### config.mk
export PLATFORM = sky130hd
export DESIGN_NAME = mem_responder
export DESIGN_NICKNAME = d
export VERILOG_FILES = /design/src/rtl/mem_pkg.sv /design/src/rtl/mem_array.sv /design/src/rtl/mem_responder.sv
export SDC_FILE = /design/constraint.sdc
export NUM_CORES = 2
export LEC_CHECK = 0
export BUFFER_PORTS_ARGS = -buffer_cell sky130_fd_sc_hd__buf_2
export CORE_UTILIZATION = 40
export CTS_CLUSTER_DIAMETER = 200
export DETAILED_ROUTE_END_ITERATION = 10
export PLACE_DENSITY = 0.56
export SYNTH_ARGS = -nofsm -noshare
export SYNTH_HDL_FRONTEND = slang
export SYNTH_SLANG_ARGS = --single-unit
### constraint.sdc
create_clock -name clk -period 2.5 [get_ports clk]
set_input_delay 0.125 -clock clk [delete_from_list [all_inputs] [get_ports clk]]
set_output_delay 0.125 -clock clk [all_outputs]
set_load 0.03 [all_outputs]
### src/rtl/mem_pkg.sv
// ============================================================================
// mem_pkg : shared types and default parameters for the memory responder
// Rev 1.0 : initial release
// ============================================================================
`default_nettype none

package mem_pkg;

    typedef enum logic [1:0] {
        IDLE = 2'd0,
        WAIT = 2'd1,
        RESP = 2'd2
    } mem_state_t;

    localparam int DEF_DEPTH   = 64;
    localparam int DEF_AW      = 6;
    localparam int DEF_LATENCY = 0;
    localparam int LAT_W       = 4;

endpackage

`default_nettype wire

### src/rtl/mem_array.sv
// ============================================================================
// mem_array : DEPTH x 32 storage, byte-enable write, registered read, no reset
// Rev 1.0 : initial release
// ============================================================================
`default_nettype none

module mem_array #(
    parameter int DEPTH = 64,
    parameter int AW    = 6
) (
    input  logic          clk,
    input  logic          wr_en,
    input  logic [AW-1:0] wr_addr,
    input  logic [31:0]   wr_data,
    input  logic [3:0]    wr_strb,
    input  logic          rd_en,
    input  logic [AW-1:0] rd_addr,
    output logic [31:0]   rd_data
);

    logic [31:0] mem [DEPTH];
    logic [31:0] rd_data_q;
    logic [31:0] rd_data_d;

    always_ff @(posedge clk) begin
        if (wr_en) begin
            for (int i = 0; i < 4; i++) begin
                if (wr_strb[i]) begin
                    mem[wr_addr][8*i +: 8] <= wr_data[8*i +: 8];
                end
            end
        end
    end

    always_comb begin
        rd_data_d = rd_data_q;
        if (rd_en) begin
            rd_data_d = mem[rd_addr];
        end
    end

    always_ff @(posedge clk) begin
        rd_data_q <= rd_data_d;
    end

    assign rd_data = rd_data_q;

endmodule

`default_nettype wire

### src/rtl/mem_responder.sv
// ============================================================================
// mem_responder : valid/ready memory responder with configurable wait states
// Rev 1.0 : initial release
// ============================================================================
`default_nettype none

module mem_responder
    import mem_pkg::*;
#(
    parameter int DEPTH   = DEF_DEPTH,
    parameter int AW      = DEF_AW,
    parameter int LATENCY = DEF_LATENCY
) (
    input  logic        clk,
    input  logic        rst_n,
    input  logic        req_valid,
    output logic        req_ready,
    input  logic        req_we,
    input  logic [31:0] req_addr,
    input  logic [31:0] req_wdata,
    input  logic [3:0]  req_wstrb,
    output logic        resp_valid,
    input  logic        resp_ready,
    output logic [31:0] resp_rdata,
    output logic        resp_err
);

    localparam logic [LAT_W-1:0] LAT_INIT =
        (LATENCY > 0) ? LAT_W'(LATENCY - 1) : '0;

    mem_state_t       state_q, state_d;
    logic [LAT_W-1:0] cnt_q, cnt_d;
    logic [AW-1:0]    addr_q, addr_d;
    logic             we_q, we_d;
    logic             err_q, err_d;

    logic             accept;
    logic             req_err;
    logic             rd_en;
    logic [AW-1:0]    rd_addr;
    logic [31:0]      arr_rdata;

    // Range check on the full address so out-of-range never aliases a real word.
    assign req_err   = (req_addr >= 32'(DEPTH));
    assign req_ready = rst_n & (state_q == IDLE);
    assign accept    = req_valid & req_ready;
    assign rd_addr   = (state_q == IDLE) ? req_addr[AW-1:0] : addr_q;

    always_comb begin
        state_d = state_q;
        cnt_d   = cnt_q;
        addr_d  = addr_q;
        we_d    = we_q;
        err_d   = err_q;
        rd_en   = 1'b0;
        case (state_q)
            IDLE: begin
                if (accept) begin
                    addr_d = req_addr[AW-1:0];
                    we_d   = req_we;
                    err_d  = req_err;
                    if (LATENCY > 0) begin
                        state_d = WAIT;
                        cnt_d   = LAT_INIT;
                    end else begin
                        state_d = RESP;
                        rd_en   = 1'b1;
                    end
                end
            end
            WAIT: begin
                if (cnt_q == '0) begin
                    state_d = RESP;
                    rd_en   = 1'b1;
                end else begin
                    cnt_d = cnt_q - 1'b1;
                end
            end
            RESP: begin
                if (resp_ready) begin
                    state_d = IDLE;
                end
            end
            default: state_d = IDLE;
        endcase
    end

    always_ff @(posedge clk or negedge rst_n) begin
        if (!rst_n) begin
            state_q <= IDLE;
            cnt_q   <= '0;
            addr_q  <= '0;
            we_q    <= 1'b0;
            err_q   <= 1'b0;
        end else begin
            state_q <= state_d;
            cnt_q   <= cnt_d;
            addr_q  <= addr_d;
            we_q    <= we_d;
            err_q   <= err_d;
        end
    end

    mem_array #(
        .DEPTH (DEPTH),
        .AW    (AW)
    ) u_array (
        .clk     (clk),
        .wr_en   (accept & req_we & ~req_err),
        .wr_addr (req_addr[AW-1:0]),
        .wr_data (req_wdata),
        .wr_strb (req_wstrb),
        .rd_en   (rd_en),
        .rd_addr (rd_addr),
        .rd_data (arr_rdata)
    );

    // Read data is only exposed for in-range reads while a response is up.
    assign resp_valid = (state_q == RESP);
    assign resp_err   = resp_valid & err_q;
    assign resp_rdata = (resp_valid && !we_q && !err_q) ? arr_rdata : 32'h0;

endmodule

`default_nettype wire
# Word level (Yosys, flattened, before mapping)
# Memories as Yosys holds them, arrays and structs flattened. A register that Yosys moved wholly into a read port is not among the register bits.
# Index checks and enable logic that the tools add are counted.
# classes
order_cmp	1
mux	21
addsub	1
bitwise_logic	7
n_eq_ne	5
n_reduce_logical	9
# ops
operator	count
$ge A32 B7 Y1 const B	1
$mux W32	1
$mux W1	14
$mux W2	3
$mux W6	1
$pmux W2 S3	1
$and A1 B1 Y1	5
$logic_not A4 Y1	1
$ne A2 B2 Y1 const B	2
$reduce_and A2 Y1	2
$sub A4 B1 Y4 const B	1
$reduce_and A3 Y1	1
$eq A2 B1 Y1 const B	1
$eq A2 B2 Y1 const B	1
$logic_and A1 B1 Y1	2
$logic_not A1 Y1	2
$logic_not A2 Y1	1
$ne A2 B1 Y1 const B	1
$not A1 Y1	2
$pmux W1 S2	1
# word_totals
input_bits	73
mem_bits_rw	2048
out_inout_bits	35
wordCells	50
register_bits	14
mem_count	1
# memory_table
name	depth	width	rd	rd_clocked_by_memory_dff	wr	line_no	text
u_array.mem	64	32	1	1	1	mem_array.sv:21	logic [31:0] mem [DEPTH];

# Longest topological paths before layout
# depth
depth_word	7
depth_mapped	13
ltp_nobuf	7

# Cells and area by module
# From an unflattened synthesis, not the netlist that was laid out.
# unflattened
hier_cells	3653
hier_area_um2	80862.6
# modules_own_cells
module	area_per_inst_um2	cells_each	seq_area_each_um2	instances
mem_array	80091.8	3576	62459.9	1
mem_responder	770.7	77	225.2	1

# Least setup slack after synthesis
# Ideal clock, no wire load.
# synth_timing
path_type	reg-to-reg
startpoint	register state_q[1]
endpoint	memory u_array.mem[54][10], enable pin
n_path_buf	4
t_arrival_ns	2.876
setup_time_ns	0.370
stages_incl_launch_ff	11
synth_period_minus_slack_ns	3.246
t_required_ns	2.130
slack_ns	-0.746
cell_sequence	dfrtp_1 buf_6 buf_6 nor2b_1 nand2_1 nor4_1 and2_1 clkbuf_1 nand2_1 clkbuf_1 nor2_1
# synth_via
elab_chain_cells	7
# synth_lines
item	line_no	text
start, declared	mem_responder.sv:31	mem_state_t state_q, state_d;
start signal, assigned	mem_responder.sv:96	state_q <= state_d;
$logic_not A2 Y1	mem_responder.sv:45	assign req_ready = rst_n & (state_q == IDLE);
$and A1 B1 Y1	mem_responder.sv:45	
via req_ready	mem_responder.sv:17	output logic req_ready,
$and A1 B1 Y1	mem_responder.sv:46	assign accept = req_valid & req_ready;
$and A1 B1 Y1 (2 in a row)	mem_responder.sv:109	.wr_en (accept & req_we & ~req_err),
$mux W1	mem_array.sv:26	if (wr_en) begin
$mux W1 (not written as such)	mem_array.sv:29	mem[wr_addr][8*i +: 8] <= wr_data[8*i +: 8];
end, declared	mem_array.sv:21	
# The timed path passes the listed nets, and every way through them passes these cells.

# Worst setup path in the final report
# layout_timing
startpoint	register state_q[1]
endpoint	register u_array.rd_data_q[9], in the netlist u_array.rd_data[9], read port of u_array.mem, data pin
# layout_via
elab_chain_cells	5
elab_cells_between_ends	7
classes_between	eq/ne (1); mux (3); bitwise (2); reduce/logical (1)
# layout_lines
item	line_no	text
$logic_not A2 Y1	mem_responder.sv:45, mem_responder.sv:47, mem_responder.sv:56	
$and A1 B1 Y1	mem_responder.sv:45	
$and A1 B1 Y1	mem_responder.sv:46	
$mux W1	mem_responder.sv:58	if (accept) begin
$pmux W1 S2	mem_responder.sv:56	case (state_q)
end, declared	mem_array.sv:22	logic [31:0] rd_data_q;
# Parallel ways exist; a longest one is shown, timed or not.
# A chain may end at the register's enable or synchronous reset.

==> flow_metrics.py <==
metrics = {
    "run_status": {
        "violations": "setup timing",
        "outcome": "finished, violations left",
    },
    "job": {
        "maxCapViolCount": 0,
    },
    "global_route": {
        "grt_pass1_vias": 78000,
        "gr-total-overflow": 0,
        "grt_pass1_wl_um": 597000,
        "grt_use_total_pct": 34.4,
        "grt_max_degree": 65,
        "met2_usage_pct": 49.7,
        "grtUsageMet3_pct": 8.54,
        "antenna_found_initial": 27,
        "grtUsageMet1_pct": 46.8,
        "top_usage_layer": "met2",
    },
    "sta": {
        "maxSlewViolCount": 0,
        "hold_viol_final": 0,
        "fin_worst_skew_ps": 70.5,
        "rsz0062_at_grt": "yes",
        "relSlewSlack_pct": 22.3,
        "worst_pin_slew_ps": 1170,
        "finalCriticalPeriod_ps": 3030,
        "fin_ws_ps": -533,
        "max_clock_freq_ghz": 0.330,
        "setup_viol": 2114,
        "fin_crit_sh_pct": 121,
        "fin_hold_ws_ps": 62.9,
    },
    "yosys": {
        "synthTopCellsByArea": "edfxtp_1 65%, a21oi_1 6.6%, a211oi_1 6.3%",
        "synth_edf_count": 2080,
        "synth_top_family_by_area": "compound AO/OA/AOI/OAI gates",
        "netlist.area_leader.share_pct": 64.7,
        "synth-seq-area-share_pct": 65.0,
        "postSynthCellCount": 7943,
        "synth_compound_area_share_pct": 24.0,
        "synth_mux_area_share_pct": 0.187,
        "synth_top_cell_by_area": "edfxtp_1",
        "synth_async_sr_flop_share_pct": 0.431,
        "yosysUniqueCellTypes": 88,
        "ys_seq_elements": 2089,
        "synth-simple-area-share_pct": 6.86,
        "synth_ff_type": "edfxtp_1",
        "synthesis.area_mm2": 0.0965,
        "syn-num-nets": 8016,
        "yosys.area_share.adder_pct": 0,
        "synth.most_common_cell": "edfxtp_1",
        "synth_xor_xnor_area_share_pct": 0,
        "synth.avg_cell_area_um2": 12.1,
        "synth.top_cells.by_count": "2080 x edfxtp_1, 1277 x a21oi_1, 813 x a211oi_1",
        "ys.warnings.count": 0,
    },
    "routing": {
        "drtAntennaViolNets": 0,
        "drt_pre_antenna_iters": 8,
        "vias_per_cell": 6.64,
        "initialDrtViolationCount": 13400,
        "wl_per_cell_um": 34.5,
        "route.detailed.drc": 0,
        "vias": 83800,
        "routed_wl_um": 435000,
    },
    "setup_path": {
        "reg2reg_slack_ps": -530,
        "cpPeakStageDelay_ps": 680,
        "crit_top_cell": "buf_12",
        "crit_path_start_kind": "register",
        "critPathKind": "register to register",
        "cp_max_fo": 19,
        "rr_worst_depth": 10,
        "cp.required_ps": 3150,
        "worst-path-buf-inv": 5,
        "cp_top_family": "compound AO/OA/AOI/OAI gates",
        "cp_cell_sequence": "buf_12, buf_12, mux2_8, buf_8, buf_12, buf_12, a21oi_1, nor3_1, o32ai_1, a31oi_1",
        "crit_path_top_delay_cell": "o32ai_1",
        "reg2reg_to": "u_array.rd_data[9]",
        "cp-end-kind": "register",
        "reg2reg_from": "state_q[1]",
        "startpoint": "state_q[1]",
        "crit_arrival_ps": 3680,
    },
    "cells_and_area": {
        "drive_gt1_share_pct": 26.8,
        "layout.nets": 9318,
        "area_delta_synth_final_pct": 30.3,
    },
    "min_path": {
        "min_path_cells": 2,
        "holdCritPathClass": "input pin to register",
        "holdCritStartpoint": "req_wdata[11]",
        "whs_endpoint": "u_array.mem[12][11]",
    },
    "cts": {
        "cts_tree": "built",
        "clkSlewWorstSetupHoldPaths_ps": 60,
        "numCtsBuffers": 221,
        "cts_root_buffer": "clkbuf_16",
        "clk_latency_ps": 940,
        "cts.sinks": 2089,
        "cts_buffer_depth": 3,
        "h-tree-depth": 4,
    },
    "placed_design": {
        "place_congestion": 0.981,
        "port_buffers": 107,
        "hpwlAfterDp_um": 291000,
        "pre_cts_ws_ps": -929,
    },
    "floorplanning": {
        "initial_utilization_pct": 40.4,
        "dieArea_mm2": 0.243,
        "row_count": 179,
        "top_level_ports": 108,
        "die_h_um": 493,
        "design.core.area_mm2": 0.239,
        "die_w_um": 493,
    },
    "power": {
        "leakagePower_nw": 42.3,
        "ir_worst_vdd_mv": 0.737,
        "p_per_area_mw_per_mm2": 769,
    },
}
-- logic make-up (layout without fill, tap and decap cells) --
group / count (synthesis) / after routing
simple gates: 1483 / 1483
mux: 13 / 13
flops: 2089 / 2089
compound gates: 3540 / 3540
other cells: 0 / 11
buf+inv: 818 / 2312
-- worst reg2reg max path, delay by kind of cell, from the launching register on --
kind                   cells  cell delay, ps
flip-flops                 1             520
AO/OA/AOI/OAI              3            1020
buffers and inverters      5             770
multiplexers               1             360
AND/OR/NAND/NOR            1              90
-- registers in the layout, indices dropped and copies added, names as in the netlist --
signal,cells
addr_q,6
err_q,1
u_array.mem,2048
u_array.rd_data,32
we_q,1
state_q,1
-- layer usage --
layer  part of all wire, %  up-vias
met1                    38    41800
met3                    13     1232
met2                    42     6499
li1                      -    34300
met5                 0.059        -
met4                   6.9       30
-- power by group --
group          switching, mW  total, mW  internal, mW
sequential             0.161       38.8          38.7
combinational           15.0       24.3          9.21
clock                   14.6       33.7          19.0
total                   29.8       96.8          66.9
-- repair_timing --
item                        CTS  global route
setup endpoints to repair  2113          2113
pin swaps                    81           101
buffers inserted             58            25
hold endpoints to repair   1550             0
hold buffers                 49             0
gates cloned                 14            16
gates resized for setup     453           256
-- cell type report --
cell class,instances,area (um2)
antenna,11,27.5
sequential,2089,62700
multi-input combinational,5036,32300
fill,20300,113000
clock buffer,270,5740
inverter,33,161
tap,3167,3960
clock inverter,145,1580
timing repair buffer,1864,19300
-- worst max-delay path by stage --
stage | to | slack, ps | depth (start not counted)
2_1_floorplan | u_array.mem[48][0] | -330 | 10
3_3_place_gp | u_array.rd_data[27] | -1020 | 12
3_5_place_dp | u_array.rd_data[27] | -930 | 12
4_1_cts | resp_rdata[17] | -490 | 11
5_1_grt | u_array.rd_data[16] | -510 | 11
6_report | u_array.rd_data[9] | -530 | 10
-- placed cells by master, fill, tap and decap left out, types with 73 or more instances in the layout --
cell type     n
a211o_1     134
a211oi_1    789
a21o_1       94
a21oi_1    1240
buf_12      317
buf_2        73
buf_4      1258
buf_6        91
clkbuf_16   235
edfxtp_1   2080
nand2_1     493
nand2b_1     91
nand3_1     145
nor2_1      399
nor3_1       87
o21ai_0     305
o22ai_1      74
-- per-stage QoR --
| step | area, um2 | cells | power (mW) | TNS (ps) | util [%] |
|---|---|---|---|---|---|
| floorplan | 96600 | 7943 | 49.0 | -594120 | - |
| global placement | 114000 | 12000 | 60.7 | -745840 | 47.6 |
| detailed placement | 114000 | 12000 | 60.9 | -795000 | 47.6 |
| CTS | 124000 | 12600 | 95.4 | -491300 | 52.0 |
| global route | 126000 | 12600 | 98.6 | -801790 | 52.7 |
| finish | 126000 | 12600 | 96.8 | -766220 | 52.7 |
(Power assumes the default switching activity.)
